--- src/rtl/mcu_pwm_ramp_pkg.sv ---
// Shared constants, state encoding and target clamping for the PWM duty ramp controller.
package mcu_pwm_ramp_pkg;

    localparam int DUTY_W   = 7;
    localparam int DUTY_MAX = 100;

    typedef enum logic {
        IDLE = 1'b0,
        RAMP = 1'b1
    } state_t;

    function automatic logic [DUTY_W-1:0] clamp_duty(input logic [DUTY_W-1:0] t,
                                                     input logic [DUTY_W-1:0] max_duty);
        return (t > max_duty) ? max_duty : t;
    endfunction

endpackage

--- src/rtl/mcu_pwm_ramp_tick.sv ---
// Interval counter: tick is high on the cycle where the count equals the interval.
module mcu_pwm_ramp_tick #(
    parameter int INT_W = 16
) (
    input  logic             mclk,
    input  logic             reset,
    input  logic             clear,
    input  logic             enable,
    input  logic [INT_W-1:0] interval,
    output logic             tick
);

    logic [INT_W-1:0] r_cnt;

    assign tick = (r_cnt == interval);

    always_ff @(posedge mclk or negedge reset) begin
        if (!reset) begin
            r_cnt <= '0;
        end else if (clear) begin
            r_cnt <= '0;
        end else if (enable) begin
            r_cnt <= tick ? '0 : r_cnt + 1'b1;
        end
    end

endmodule

--- src/rtl/mcu_pwm_ramp.sv ---
// Duty slew controller: walks the PWM duty toward a clamped target in fixed steps.
// Handshake: start/abort are single-cycle strobes, abort wins; busy is high while ramping, done pulses once.
module mcu_pwm_ramp
    import mcu_pwm_ramp_pkg::*;
#(
    parameter int DUTY_MAX = mcu_pwm_ramp_pkg::DUTY_MAX,
    parameter int INT_W    = 16
) (
    input  logic             reset,
    input  logic             mclk,
    input  logic             start,
    input  logic             abort,
    input  logic [6:0]       target,
    input  logic [6:0]       step,
    input  logic [INT_W-1:0] interval,
    output logic [6:0]       duty,
    output logic             busy,
    output logic             done,
    output logic             o_dbg_state
);

    localparam logic [DUTY_W-1:0] L_MAX = DUTY_W'(DUTY_MAX);

    state_t             r_state;
    logic [DUTY_W-1:0]  r_duty;
    logic               r_done;
    logic [DUTY_W-1:0]  r_target;
    logic [DUTY_W-1:0]  r_step;
    logic [INT_W-1:0]   r_interval;

    state_t             w_state_nxt;
    logic [DUTY_W-1:0]  w_duty_nxt;
    logic               w_done_nxt;
    logic               w_latch;
    logic               w_clear;
    logic               w_tick;
    logic               w_start_ok;
    logic [DUTY_W-1:0]  w_tgt_in;
    logic [DUTY_W-1:0]  w_step_eff;
    logic               w_up;
    logic [DUTY_W:0]    w_diff;
    logic [DUTY_W-1:0]  w_step_duty;

    assign w_start_ok = start && !abort;
    assign w_tgt_in   = clamp_duty(target, L_MAX);

    // Distance is taken one bit wider so a step equal to the gap lands exactly on target.
    assign w_step_eff  = (r_step == '0) ? DUTY_W'(1) : r_step;
    assign w_up        = (r_target > r_duty);
    assign w_diff      = w_up ? ({1'b0, r_target} - {1'b0, r_duty})
                              : ({1'b0, r_duty} - {1'b0, r_target});
    assign w_step_duty = ({1'b0, w_step_eff} >= w_diff) ? r_target
                       : (w_up ? r_duty + w_step_eff : r_duty - w_step_eff);

    mcu_pwm_ramp_tick #(.INT_W(INT_W)) u_tick (
        .mclk     (mclk),
        .reset    (reset),
        .clear    (w_clear),
        .enable   (r_state == RAMP),
        .interval (r_interval),
        .tick     (w_tick)
    );

    always_comb begin
        w_state_nxt = r_state;
        w_duty_nxt  = r_duty;
        w_done_nxt  = 1'b0;
        w_latch     = 1'b0;
        w_clear     = (r_state == IDLE);
        if (r_state == IDLE) begin
            if (w_start_ok) begin
                w_latch = 1'b1;
                w_clear = 1'b1;
                if (w_tgt_in == r_duty) begin
                    w_done_nxt = 1'b1;
                end else begin
                    w_state_nxt = RAMP;
                end
            end
        end else begin
            if (abort) begin
                w_state_nxt = IDLE;
            end else if (start) begin
                w_latch = 1'b1;
                w_clear = 1'b1;
                if (w_tgt_in == r_duty) begin
                    w_done_nxt  = 1'b1;
                    w_state_nxt = IDLE;
                end
            end else if (w_tick) begin
                w_duty_nxt = w_step_duty;
                if (w_step_duty == r_target) begin
                    w_done_nxt  = 1'b1;
                    w_state_nxt = IDLE;
                end
            end
        end
    end

    always_ff @(posedge mclk or negedge reset) begin
        if (!reset) begin
            r_state    <= IDLE;
            r_duty     <= '0;
            r_done     <= 1'b0;
            r_target   <= '0;
            r_step     <= '0;
            r_interval <= '0;
        end else begin
            r_state <= w_state_nxt;
            r_duty  <= w_duty_nxt;
            r_done  <= w_done_nxt;
            if (w_latch) begin
                r_target   <= w_tgt_in;
                r_step     <= step;
                r_interval <= interval;
            end
        end
    end

    assign duty        = r_duty;
    assign busy        = (r_state == RAMP);
    assign done        = r_done;
    assign o_dbg_state = r_state;

endmodule
--- config.mk ---
export PLATFORM = sky130hd
export DESIGN_NAME = mcu_pwm_ramp
export DESIGN_NICKNAME = d
export VERILOG_FILES = /design/src/rtl/mcu_pwm_ramp_pkg.sv /design/src/rtl/mcu_pwm_ramp_tick.sv /design/src/rtl/mcu_pwm_ramp.sv
export SDC_FILE = /design/constraint.sdc
export NUM_CORES = 1
export LEC_CHECK = 0
export CAP_MARGIN = 0
export CELL_PAD_IN_SITES_DETAIL_PLACEMENT = 1
export CELL_PAD_IN_SITES_GLOBAL_PLACEMENT = 2
export CORE_MARGIN = 5
export CORE_UTILIZATION = 38
export CTS_BUF_LIST = sky130_fd_sc_hd__clkbuf_2 sky130_fd_sc_hd__clkbuf_4 sky130_fd_sc_hd__clkbuf_8
export DETAILED_ROUTE_END_ITERATION = 16
export PLACE_DENSITY_LB_ADDON = 0.1
export SETUP_SLACK_MARGIN = 0.05
export SLEW_MARGIN = 20
export SYNTH_ARGS = -nofsm -noshare
export SYNTH_HDL_FRONTEND = slang
export SYNTH_SLANG_ARGS = --single-unit
--- constraint.sdc ---
create_clock -name mclk -period 8.43 [get_ports mclk]
set_input_delay 0.843 -clock mclk [delete_from_list [all_inputs] [get_ports mclk]]
set_output_delay 0.843 -clock mclk [all_outputs]
set_load 0.05 [all_outputs]
==> results.md <==
* Outcome: finished, final reports clean
* Worst hold path depth at 2
* Post-detailed-route count of antenna-violating nets at 0
* Layout Nets at 563
* Hold slack at 0.497 ns
* Placed cell area at 4470 µm²
* Area Overhead vs Synth at 16.0%
* Number of library cell types mapped by synthesis at 63
* Gate count of the mapped netlist at 467
* Routed vias at 3392
* Syn_nets at 533
* Number of buffer and inverter stages on the critical path at 1
* Routed vias/inst at 5.35
* Drt wl/cell at 18.2 µm
* Global-route wire length before repair at 18.6 mm
* Initial core utilization at 38.7%
* Die outline area at 12600 µm²
* Clock-pin transition on the worst setup and hold timing paths at 0.12 ns
* Post-layout min period at 4.69 ns
* Number of remaining DRC errors at 0
* Met3 WL at 263 µm
* Post-route cell area at 4590 µm²
* 1st-iter DRT viols at 111
* Clock H-tree levels at 2
* Max-Slew Margin vs Limit at 22.0%
* Final Util at 44.9%
* Leak Pwr at 2.09 nW
* Top cell by count, worst path: o21ai_0
* DR pass1 iterations at 4
* Antenna cells at 0
* Placed insts at 626
* TritonCTS clock tree: built
* PostCTS Resize Cnt at 0
* Max-cap viol count at 0
* Final TNS setup at 0 ns
* DRT met1 WL at 5.09 mm
* Crit path max-delay family: compound AO/OA/AOI/OAI gates
* Total of warnings raised by yosys at 0
* Worst path max stage delay at 0.63 ns
* PnR worst setup slack at 3.74 ns
* Vias in the first global route at 3543
* Total design power at 0.869 mW
* EDFF count, synth at 0
* Critical Path RT at 8.70 ns
* Area leader, netlist: dfrtp_1
* Hold_buf cts at 0
* GRT Total Usage at 18.5%
* Yosys top cell area share at 34.8%
* Port Buffer Count at 43
* Largest net degree at the start of global routing at 56
* Drt total wl at 11.5 mm
* Synth top area cells: dfrtp_1 (35%), ha_1 (9.2%), xor2_1 (7.5%)
* Ratio of final minimum period to clock period at 55.6%
* Nature of the critical path startpoint: flop
* Fmax achieved at 0.213 GHz
* Element type at the critical path end: flop
* Clk buf depth at 2
* # IOs at 44
* Levels on crit path at 16
* Register area share after synthesis at 34.8%
* Die extent in y at 112 µm
* Share of layout cells above drive strength 1 at 4.62%
* Reg2Reg Depth at 16
* Mean post-synth cell area at 8.48 µm²
* Seq cells post-synth at 55
* Overflow after GRT at 0
* Die X at 112 µm
* RSZ-0062 raised after global routing: false
* Top FF cell, synth: dfrtp_1
* Worst min-delay path class: flop to flop
* Setup Buffers After CTS at 0
* Clk root buf: clkbuf_8
* Worst slew pin tran at 1.15 ns
* FFs w/ async S/R, synth at 100%
* Power density over the cells at 189 nW/µm²
* Worst Path Max Fanout at 14
* Final Hold Fails at 0
* Max Slew Vio Count at 0
* Core Area at 10200 µm²
* Post-route insts no fill at 634
* Setup Skew at 0.0141 ns
* Num CTS Buffers at 5
* Max Used Layer: met4
* Critical Path, Cell by Cell: inv_1 -> fa_1 -> nand3_1 -> a21boi_2 -> o21bai_2 -> mux2i_1 -> o21ai_0 -> a21oi_1 -> xor2_1 -> ha_1 -> o21ai_0 -> nor2_1 -> a221oi_1 -> or2_4 -> o32a_1 -> o211a_1
* CP arrival at 4.96 ns
* Met2 wire len at 5.87 mm
* Slowest-stage cell, CP: o21bai_2
* Routability cong. at 0.835
* Row Count at 37
* Crit path kind: flop to flop
* Final setup fails at 0
* Antenna violations before repair at 0
* Dpl hpwl at 9.05 mm
* Worst slack, placed at 3.74 ns
* Clock sink total at 55
* Max VDD drop at 0.0754 mV
* Syn Std Cell Area at 3960 µm²
* Worst skew pair latency at 0.32 ns
flip-flops by register name, indices dropped and copies added (netlist names):
name	count
r_interval	16
u_tick.r_cnt	16
duty	7
r_step	7
r_target	7
busy	1
done	1
worst reg2reg max path: stages (launching register included):
cell and delay [ns]:
dfrtp_1 0.54, inv_1 0.23, fa_1 0.49, nand3_1 0.13, a21boi_2 0.07, o21bai_2 0.63
mux2i_1 0.35, o21ai_0 0.12, a21oi_1 0.18, xor2_1 0.17, ha_1 0.26, o21ai_0 0.16
nor2_1 0.07, a221oi_1 0.58, or2_4 0.32, o32a_1 0.21, o211a_1 0.15
cell usage after synthesis, drive strengths merged, types with 4 or more instances:
master and count:
o21ai 24, nand2b 4, nor2b 5, xnor2 17, o22ai 6, xor2 34
buf 7, a21o 6, nand3 14, dfrtp 55, nor2 43, clkbuf 15
nor4 8, inv 26, nor3 9, nand2 79, a21oi 24, a211oi 4
mux2i 5, nand4 5, ha 29
layer usage:
layer | vias to the layer above | track usage, %
li1 | 1650 | -
met1 | 1683 | 22.4
met2 | 43 | 33.5
met3 | 16 | 2.91
met4 | 0 | 5.61
met5 | - | 0
layout make-up:
class / instances / area, µm²
multi-input cells: 364 / 2390
repair buffers: 45 / 440
clock inverters: 3 / 47.5
fillers: 1223 / 5640
inverters: 26 / 97.6
well taps: 136 / 170
flip-flops and latches: 55 / 1380
clock buffers: 5 / 68.8
power by group:
| group | internal (mW) | total [mW] | switching, mW | leakage [nW] |
|---|---|---|---|---|
| Sequential | 0.283 | 0.310 | 0.0268 | 0.707 |
| Combinational | 0.159 | 0.371 | 0.212 | 1.32 |
| Clock | 0.0903 | 0.188 | 0.0975 | 0.0587 |
path summary, 6_finish.rpt:
| path | startpoint | endpoint | slack (ns) |
|---|---|---|---|
| min in group asynchronous | reset | r_interval[1] | 0.65 |
| setup / recovery | duty[1] | busy | 3.74 |
| hold / removal | r_step[0] | r_step[0] | 0.50 |
| hold reg to reg | r_step[0] | r_step[0] | 0.50 |
| setup reg to reg | duty[1] | busy | 3.74 |
| max in group asynchronous | reset | r_interval[10] | 7.32 |
logic make-up after synthesis:
| logic type | count (synthesis) | share of synthesized area [%] |
|---|---|---|
| AO/OA/AOI/OAI | 86 | 13.8 |
| XOR/XNOR | 52 | 11.8 |
| adder cells (fa/ha/maj) | 32 | 10.7 |
| buffers and inverters | 48 | 4.96 |
| flip-flops | 55 | 34.8 |
| multiplexers | 8 | 2.21 |
| AND/OR/NAND/NOR | 186 | 21.7 |
layout by cell type (no fill, tap or decap), types with 3 or more instances in the layout:
cell type	instances
a211oi_1	4
a21o_1	6
a21oi_1	24
clkbuf_8	5
clkdlybuf4s50_1	42
dfrtp_1	55
fa_1	3
ha_1	29
inv_1	26
mux2i_1	5
nand2_1	79
nand2b_1	3
nand3_1	14
nand4_1	5
nor2_1	42
nor2b_1	4
nor3_1	9
nor4_1	8
o21a_1	3
o21ai_0	21
o21ai_1	3
o22ai_1	5
xnor2_1	17
xor2_1	34
No activity file was read; power rests on OpenSTA's default activity.
